## src/rtl/adc_trigger_capture_pkg.sv

```systemverilog
`default_nettype none
// ============================================================================
// Module  : adc_trigger_capture_pkg
// Brief   : Shared FSM state encoding and edge-select constants for the capture
//           stage; also decoded by the downstream frame consumer.
// Revision: 1.0
// ============================================================================
package adc_trigger_capture_pkg;

    typedef enum logic [2:0] {
        ST_IDLE  = 3'd0,
        ST_PRE   = 3'd1,
        ST_ARMED = 3'd2,
        ST_POST  = 3'd3,
        ST_DRAIN = 3'd4
    } state_t;

    localparam logic c_edge_rising  = 1'b0;
    localparam logic c_edge_falling = 1'b1;

endpackage
`default_nettype wire

```

## src/rtl/adc_trigger_capture_ram.sv

```systemverilog
`default_nettype none
// ============================================================================
// Module  : adc_trigger_capture_ram
// Brief   : Simple dual-port sample buffer, one write and one registered read.
// Revision: 1.0
// ============================================================================
module adc_trigger_capture_ram #(
    parameter int DATA_W = 8,
    parameter int ADDR_W = 8
) (
    input  logic              clk,
    input  logic              i_wr_en,
    input  logic [ADDR_W-1:0] i_wr_addr,
    input  logic [DATA_W-1:0] i_wr_data,
    input  logic              i_rd_en,
    input  logic [ADDR_W-1:0] i_rd_addr,
    output logic [DATA_W-1:0] o_rd_data
);

    logic [DATA_W-1:0] r_mem [2**ADDR_W];

    // Read data holds when i_rd_en is low, so the consumer can stall on it.
    always_ff @(posedge clk) begin
        if (i_wr_en) begin
            r_mem[i_wr_addr] <= i_wr_data;
        end
        if (i_rd_en) begin
            o_rd_data <= r_mem[i_rd_addr];
        end
    end

endmodule
`default_nettype wire

```

## src/rtl/adc_trigger_capture.sv

```systemverilog
`default_nettype none
// ============================================================================
// Module  : adc_trigger_capture
// Brief   : Armed pre/post-trigger capture into a circular buffer, then replay
//           of one DEPTH-sample frame on AXI4-Stream with tlast.
// Revision: 1.0
// ============================================================================
module adc_trigger_capture
    import adc_trigger_capture_pkg::*;
#(
    parameter int DATA_W = 8,
    parameter int ADDR_W = 8
) (
    input  logic              axi_aclk,
    input  logic              axi_areset,
    input  logic              cfg_arm,
    input  logic              cfg_abort,
    input  logic              cfg_force,
    input  logic              cfg_edge,
    input  logic [DATA_W-1:0] cfg_level,
    input  logic [ADDR_W-1:0] cfg_pre,
    input  logic              s_axis_tvalid,
    output logic              s_axis_tready,
    input  logic [DATA_W-1:0] s_axis_tdata,
    input  logic              s_axis_tlast,
    output logic              m_axis_tvalid,
    input  logic              m_axis_tready,
    output logic [DATA_W-1:0] m_axis_tdata,
    output logic              m_axis_tlast,
    output logic [2:0]        status_state,
    output logic              status_trig
);

    localparam logic [ADDR_W-1:0] c_ptr_one = ADDR_W'(1);
    localparam logic [ADDR_W-1:0] c_ptr_max = '1;
    localparam logic [ADDR_W:0]   c_cnt_one = (ADDR_W+1)'(1);
    localparam logic [ADDR_W:0]   c_depth   = {1'b1, {ADDR_W{1'b0}}};

    state_t            r_state, w_next_state;
    logic              r_tready, r_edge, r_prev_ok, r_force_pend, r_trig;
    logic [DATA_W-1:0] r_level, r_prev, r_out_data;
    logic [ADDR_W-1:0] r_pre, r_wr_ptr, r_rd_ptr;
    logic [ADDR_W:0]   r_cnt;
    logic              r_rd_valid, r_rd_last, r_out_valid, r_out_last;
    logic [DATA_W-1:0] w_ram_rd_data;
    logic              w_acc, w_wr_en, w_rise, w_fall, w_trig_hit;
    logic              w_load, w_rd_issue, w_beat;
    logic [ADDR_W-1:0] w_post;
    logic              w_unused;

    assign w_unused = s_axis_tlast;

    assign w_acc   = s_axis_tvalid & r_tready;
    assign w_wr_en = w_acc & ((r_state == ST_PRE) | (r_state == ST_ARMED) | (r_state == ST_POST));
    assign w_post  = c_ptr_max - r_pre;

    assign w_rise     = r_prev_ok & (r_prev <  r_level) & (s_axis_tdata >= r_level);
    assign w_fall     = r_prev_ok & (r_prev >= r_level) & (s_axis_tdata <  r_level);
    assign w_trig_hit = (r_state == ST_ARMED) & w_acc &
                        (r_force_pend | cfg_force | ((r_edge == c_edge_falling) ? w_fall : w_rise));

    // One RAM word in flight plus the output register: a read is issued only
    // when its result is guaranteed a free slot on the following cycle.
    assign w_beat     = r_out_valid & m_axis_tready;
    assign w_load     = r_rd_valid & (~r_out_valid | m_axis_tready);
    assign w_rd_issue = (r_state == ST_DRAIN) & (r_cnt != '0) & (~r_rd_valid | w_load);

    adc_trigger_capture_ram #(
        .DATA_W (DATA_W),
        .ADDR_W (ADDR_W)
    ) u_ram (
        .clk       (axi_aclk),
        .i_wr_en   (w_wr_en),
        .i_wr_addr (r_wr_ptr),
        .i_wr_data (s_axis_tdata),
        .i_rd_en   (w_rd_issue),
        .i_rd_addr (r_rd_ptr),
        .o_rd_data (w_ram_rd_data)
    );

    always_ff @(posedge axi_aclk or posedge axi_areset) begin
        if (axi_areset) begin
            r_state <= ST_IDLE;
        end else begin
            r_state <= w_next_state;
        end
    end

    always_comb begin
        w_next_state = r_state;
        if (cfg_abort) begin
            w_next_state = ST_IDLE;
        end else begin
            case (r_state)
                ST_IDLE:  if (cfg_arm) w_next_state = (cfg_pre == '0) ? ST_ARMED : ST_PRE;
                ST_PRE:   if (w_acc && ((r_cnt + c_cnt_one) == {1'b0, r_pre})) w_next_state = ST_ARMED;
                ST_ARMED: if (w_trig_hit) w_next_state = (w_post == '0) ? ST_DRAIN : ST_POST;
                ST_POST:  if (w_acc && (r_cnt == c_cnt_one)) w_next_state = ST_DRAIN;
                ST_DRAIN: if (w_beat && r_out_last) w_next_state = ST_IDLE;
                default:  w_next_state = ST_IDLE;
            endcase
        end
    end

    always_ff @(posedge axi_aclk or posedge axi_areset) begin
        if (axi_areset) begin
            r_tready     <= 1'b0;
            r_edge       <= 1'b0;
            r_level      <= '0;
            r_pre        <= '0;
            r_wr_ptr     <= '0;
            r_rd_ptr     <= '0;
            r_cnt        <= '0;
            r_prev       <= '0;
            r_prev_ok    <= 1'b0;
            r_force_pend <= 1'b0;
            r_trig       <= 1'b0;
            r_rd_valid   <= 1'b0;
            r_rd_last    <= 1'b0;
            r_out_valid  <= 1'b0;
            r_out_last   <= 1'b0;
            r_out_data   <= '0;
        end else begin
            r_tready <= 1'b1;
            if (cfg_abort) begin
                r_out_valid  <= 1'b0;
                r_out_last   <= 1'b0;
                r_rd_valid   <= 1'b0;
                r_rd_last    <= 1'b0;
                r_trig       <= 1'b0;
                r_force_pend <= 1'b0;
            end else begin
                case (r_state)
                    ST_IDLE: begin
                        if (cfg_arm) begin
                            // cfg_pre is ADDR_W bits wide, so it already tops out at DEPTH-1.
                            r_edge       <= cfg_edge;
                            r_level      <= cfg_level;
                            r_pre        <= cfg_pre;
                            r_wr_ptr     <= '0;
                            r_cnt        <= '0;
                            r_prev_ok    <= 1'b0;
                            r_trig       <= 1'b0;
                            r_force_pend <= 1'b0;
                        end
                    end
                    ST_PRE: begin
                        if (w_acc) begin
                            r_wr_ptr <= r_wr_ptr + c_ptr_one;
                            r_cnt    <= r_cnt + c_cnt_one;
                        end
                    end
                    ST_ARMED: begin
                        if (cfg_force) r_force_pend <= 1'b1;
                        if (w_acc) begin
                            r_wr_ptr  <= r_wr_ptr + c_ptr_one;
                            r_prev    <= s_axis_tdata;
                            r_prev_ok <= 1'b1;
                        end
                        if (w_trig_hit) begin
                            r_rd_ptr     <= r_wr_ptr - r_pre;
                            r_cnt        <= (w_post == '0) ? c_depth : {1'b0, w_post};
                            r_trig       <= 1'b1;
                            r_force_pend <= 1'b0;
                        end
                    end
                    ST_POST: begin
                        if (w_acc) begin
                            r_wr_ptr <= r_wr_ptr + c_ptr_one;
                            r_cnt    <= (r_cnt == c_cnt_one) ? c_depth : (r_cnt - c_cnt_one);
                        end
                    end
                    ST_DRAIN: begin
                        if (w_rd_issue) begin
                            r_rd_ptr   <= r_rd_ptr + c_ptr_one;
                            r_cnt      <= r_cnt - c_cnt_one;
                            r_rd_last  <= (r_cnt == c_cnt_one);
                            r_rd_valid <= 1'b1;
                        end else if (w_load) begin
                            r_rd_valid <= 1'b0;
                        end
                        if (w_load) begin
                            r_out_valid <= 1'b1;
                            r_out_data  <= w_ram_rd_data;
                            r_out_last  <= r_rd_last;
                        end else if (w_beat) begin
                            r_out_valid <= 1'b0;
                            r_out_last  <= 1'b0;
                        end
                    end
                    default: ;
                endcase
            end
        end
    end

    assign s_axis_tready = r_tready;
    assign m_axis_tvalid = r_out_valid;
    assign m_axis_tdata  = r_out_data;
    assign m_axis_tlast  = r_out_last;
    assign status_state  = r_state;
    assign status_trig   = r_trig;

endmodule
`default_nettype wire
```

## config.mk

```make
export PLATFORM = sky130hd
export DESIGN_NAME = adc_trigger_capture
export DESIGN_NICKNAME = d
export VERILOG_FILES = /design/src/rtl/adc_trigger_capture_pkg.sv /design/src/rtl/adc_trigger_capture_ram.sv /design/src/rtl/adc_trigger_capture.sv
export SDC_FILE = /design/constraint.sdc
export NUM_CORES = 2
export LEC_CHECK = 0
export BUFFER_PORTS_ARGS = -buffer_cell sky130_fd_sc_hd__clkbuf_2
export CORE_ASPECT_RATIO = 1.2
export CORE_MARGIN = 8
export CORE_UTILIZATION = 55
export CTS_CLUSTER_DIAMETER = 100
export DETAILED_ROUTE_END_ITERATION = 10
export PLACE_DENSITY = 0.71
export SYNTH_ARGS = -nofsm -noshare
export SYNTH_HDL_FRONTEND = slang
export SYNTH_HIERARCHICAL = 1
export SYNTH_SLANG_ARGS = --single-unit
```

## constraint.sdc

```tcl
create_clock -name axi_aclk -period 3.2 [get_ports axi_aclk]
set_input_delay 0.64 -clock axi_aclk [delete_from_list [all_inputs] [get_ports axi_aclk]]
set_output_delay 0.64 -clock axi_aclk [all_outputs]
set_load 0.1 [all_outputs]
```

==> run summary <==
CTS Buffer Depth -> 3
pin count of the biggest net entering global routing -> 172
via count -> 44873
final setup margin -> 0.03058 ns
Main synth FF type -> edfxtp_1
EDFF count, synth -> 2056
Antenna Nets Post-Route -> 0
Synth Register Bits -> 2125
PD cells -> 803.3 mW/mm²
clock-pin slew of the registers on the worst-case setup and hold paths -> 0.06 ns
DP Worst Slack -> -0.3451 ns
Layout Skew -> 0.03670 ns
layout cell share with drive strength beyond 1 -> 0.2868
DP HPWL -> 133.9 mm
maximum fanout along the worst path -> 17
post-synthesis instance total -> 4244
GPL Wtd Cong -> 0.8921
Rows -> 157
global route overflow -> 0
Syn. warnings -> 6
IO Port Bufs -> 46
Die H -> 444.7 µm
synth unique cells -> 86
detailed-route DRC error count -> 0
first-pass GRT wire length -> 304.4 mm
post-DR vias/cell -> 6.449
CP cell instances -> buf_16, buf_12, buf_16, buf_4, mux2i_1, o22ai_1, o21ai_0, nand3_1, nor4_4, buf_4, nor4_2
Fin Hold WS -> 0.06365 ns
io pins -> 48
fillers -> 10061
Iter 0 DRT Violations -> 5248
die area -> 0.1660 mm²
Slew @ Worst Pin -> 1.196 ns
sequential share of the synthesized area -> 0.7533
maxcap violations -> 0
Critical Path AT -> 3.76 ns
Layout Cells excl Fill -> 6958
Final Setup Violations -> 0
Mapped Avg Cell Area -> 19.85 µm²
Synth top area share -> 0.7328
worst skew pair latency -> 0.84 ns
dpl cells -> 6575
Max Freq -> 315.5 MHz
Synth area leader -> edfxtp_1
nets -> 4869
CP Data Required Time -> 3.79 ns
async set-reset flop share out of synthesis -> 0.03247
status -> complete, no violations
worst hold path class -> input port to flop
DR pass1 iterations -> 5
wirelength, routed -> 211.8 mm
CTS sink count -> 2125
global-route usage over all layers -> 0.2491
CTS Buf Count -> 192
unrepaired setup endpoints after global routing -> no
Placeable Area -> 0.1524 mm²
area delta synth->final -> 15.41%
min Tclk post-route -> 3.169 ns
TritonCTS clock tree -> yes
initial antenna violation count -> 6
Die Width -> 373.3 µm
top-count cell post-synth -> edfxtp_1
worst-case headroom to the max-slew limit -> 0.2027
Slew Limit Fails -> 0
htree depth -> 4
Synth area leaders -> edfxtp_1 (73%), mux4_2 (12%), dfrtp_1 (2.0%), mux2i_1 (1.6%), nor2_1 (1.4%)
root buffer selected by CTS -> clkbuf_16
slowest CP cell -> dfrtp_4
CP peak stage delay -> 0.54 ns
Startpoint Class -> flop
Syn Std Cell Area -> 0.08425 mm²
vias in the first global route -> 44803
period utilization -> 0.9904
Post-synth top cells -> edfxtp_1 (2056), mux4_2 (454), nor2_1 (309), mux2i_1 (136), a22oi_1 (134)
Static Leak -> 31.53 nW
CP Capture Type -> flop
Total Power -> 78.11 mW
Syn Nets -> 4307
crit path kind -> flop to flop
Starting Density -> 0.5527
WL/cell -> 30.43 µm
Final Hold Fails -> 0
worst ir drop on vdd -> 0.4944 mV
-- kinds of logic (layout without fill, tap and decap cells) --
kind of cell	count (synthesis)	count (layout)	share of synthesized area
flops	2125	2125	0.7533
simple gates	618	618	0.03384
mux	616	616	0.1414
compound gates	540	540	0.04443
buf+inv	293	1018	0.01994
fa+ha+maj	30	30	0.004544
xor+xnor	21	21	0.002510
other cells	1	3	0.00004451
-- power breakdown --
group / switching, mW / internal [mW]
sequential: 0.573 / 30.9
clock: 10.0 / 13.5
combinational: 12.7 / 10.5
-- worst max-delay path: cells and delay by family, from the launching register on --
family / cells / cell delay (ns)
buffers and inverters: 5 / 1.00
flip-flops: 1 / 0.54
multiplexers: 1 / 0.23
AND/OR/NAND/NOR: 3 / 0.68
AO/OA/AOI/OAI: 2 / 0.43
-- stage by stage --
step                      TNS, ns  utilization  cell area [µm²]
final                           0       0.6379            97240
after global routing            0       0.6379            97230
after CTS                       0       0.6359            96940
after detailed placement   -1.259       0.5922            90270
after global placement     -1.302       0.5922            90270
after floorplan            -23.58            -            84250
-- state kept, by name, summed over array words and instances (netlist names), 3 cells and up --
signal and flops:
r_pre 8, u_ram/o_rd_data 8, r_rd_ptr 8, r_level 8
status_state 3, m_axis_tdata 8, r_cnt 9, u_ram/r_mem 2048
r_prev 8, r_wr_ptr 8
-- per-layer routing --
layer / track usage / vias to the layer above / part of all wire
met4: 0.1275 / 2 / 0.057
met3: 0.04400 / 431 / 0.080
li1: - / 18679 / -
met2: 0.4127 / 2260 / 0.50
met1: 0.3202 / 23501 / 0.37
met5: 0 / - / 0.000061
-- what timing repair did --
item	in CTS	in global routing
gates cloned	1	6
setup buffers	0	9
endpoints found under the setup margin	5	8
hold buffers	8	0
resized for setup	21	10
hold endpoints to repair	44	0
pin swaps	2	3
-- final timing paths --
kind | slack, ns | cells past startpoint | start | endpoint
min in group asynchronous | 0.46 | 3 | axi_areset | r_level[1]$_DFFE_PP0P_
hold / removal | 0.06 | 2 | cfg_level[0] | r_level[0]$_DFFE_PP0P_
setup / recovery | 0.03 | 11 | r_rd_ptr[0]$_DFFE_PP0P_ | u_ram/o_rd_data[2]$_DFFE_PP_
setup reg to reg | 0.03 | 11 | r_rd_ptr[0]$_DFFE_PP0P_ | u_ram/o_rd_data[2]$_DFFE_PP_
hold reg to reg | 0.48 | 1 | u_ram/o_rd_data[1]$_DFFE_PP_ | m_axis_tdata[1]$_DFFE_PP0P_
max in group asynchronous | 2.05 | 4 | axi_areset | r_rd_ptr[1]$_DFFE_PP0P_
-- area by class of cell --
| class | count | area, µm² | area share |
|---|---|---|---|
| flip-flops and latches | 2125 | 63480 | 0.6529 |
| multi-input cells | 1826 | 19290 | 0.1984 |
| repair buffers | 624 | 5401 | 0.05555 |
| clock buffers | 243 | 5134 | 0.05280 |
| well taps | 1987 | 2486 | 0.02557 |
| clock inverters | 114 | 1292 | 0.01329 |
| inverters | 37 | 140.1 | 0.001441 |
| diodes | 2 | 5.005 | 0.00005147 |
-- cells in the final DEF (no fill, tap or decap), types with 22 or more instances in the layout --
cell type | synthesis | final
a21oi_1 | 129 | 127
a22oi_1 | 134 | 132
buf_12 | 8 | 33
buf_4 | 27 | 517
bufinv_16 | 0 | 26
clkbuf_1 | 128 | 44
clkbuf_16 | 0 | 204
clkbuf_2 | 0 | 38
clkinv_1 | 1 | 37
clkinv_2 | 0 | 33
dfrtp_1 | 69 | 62
edfxtp_1 | 2056 | 2056
ha_1 | 29 | 29
inv_1 | 36 | 35
mux2_2 | 23 | 23
mux2i_1 | 136 | 136
mux4_2 | 454 | 454
nand2_1 | 80 | 80
nand3_1 | 47 | 44
nor2_1 | 309 | 306
nor2b_1 | 38 | 35
nor3_1 | 36 | 36
nor4_1 | 29 | 22
o21ai_0 | 61 | 61
o221ai_1 | 49 | 49
o22ai_1 | 35 | 35
(Power assumes the default switching activity.)
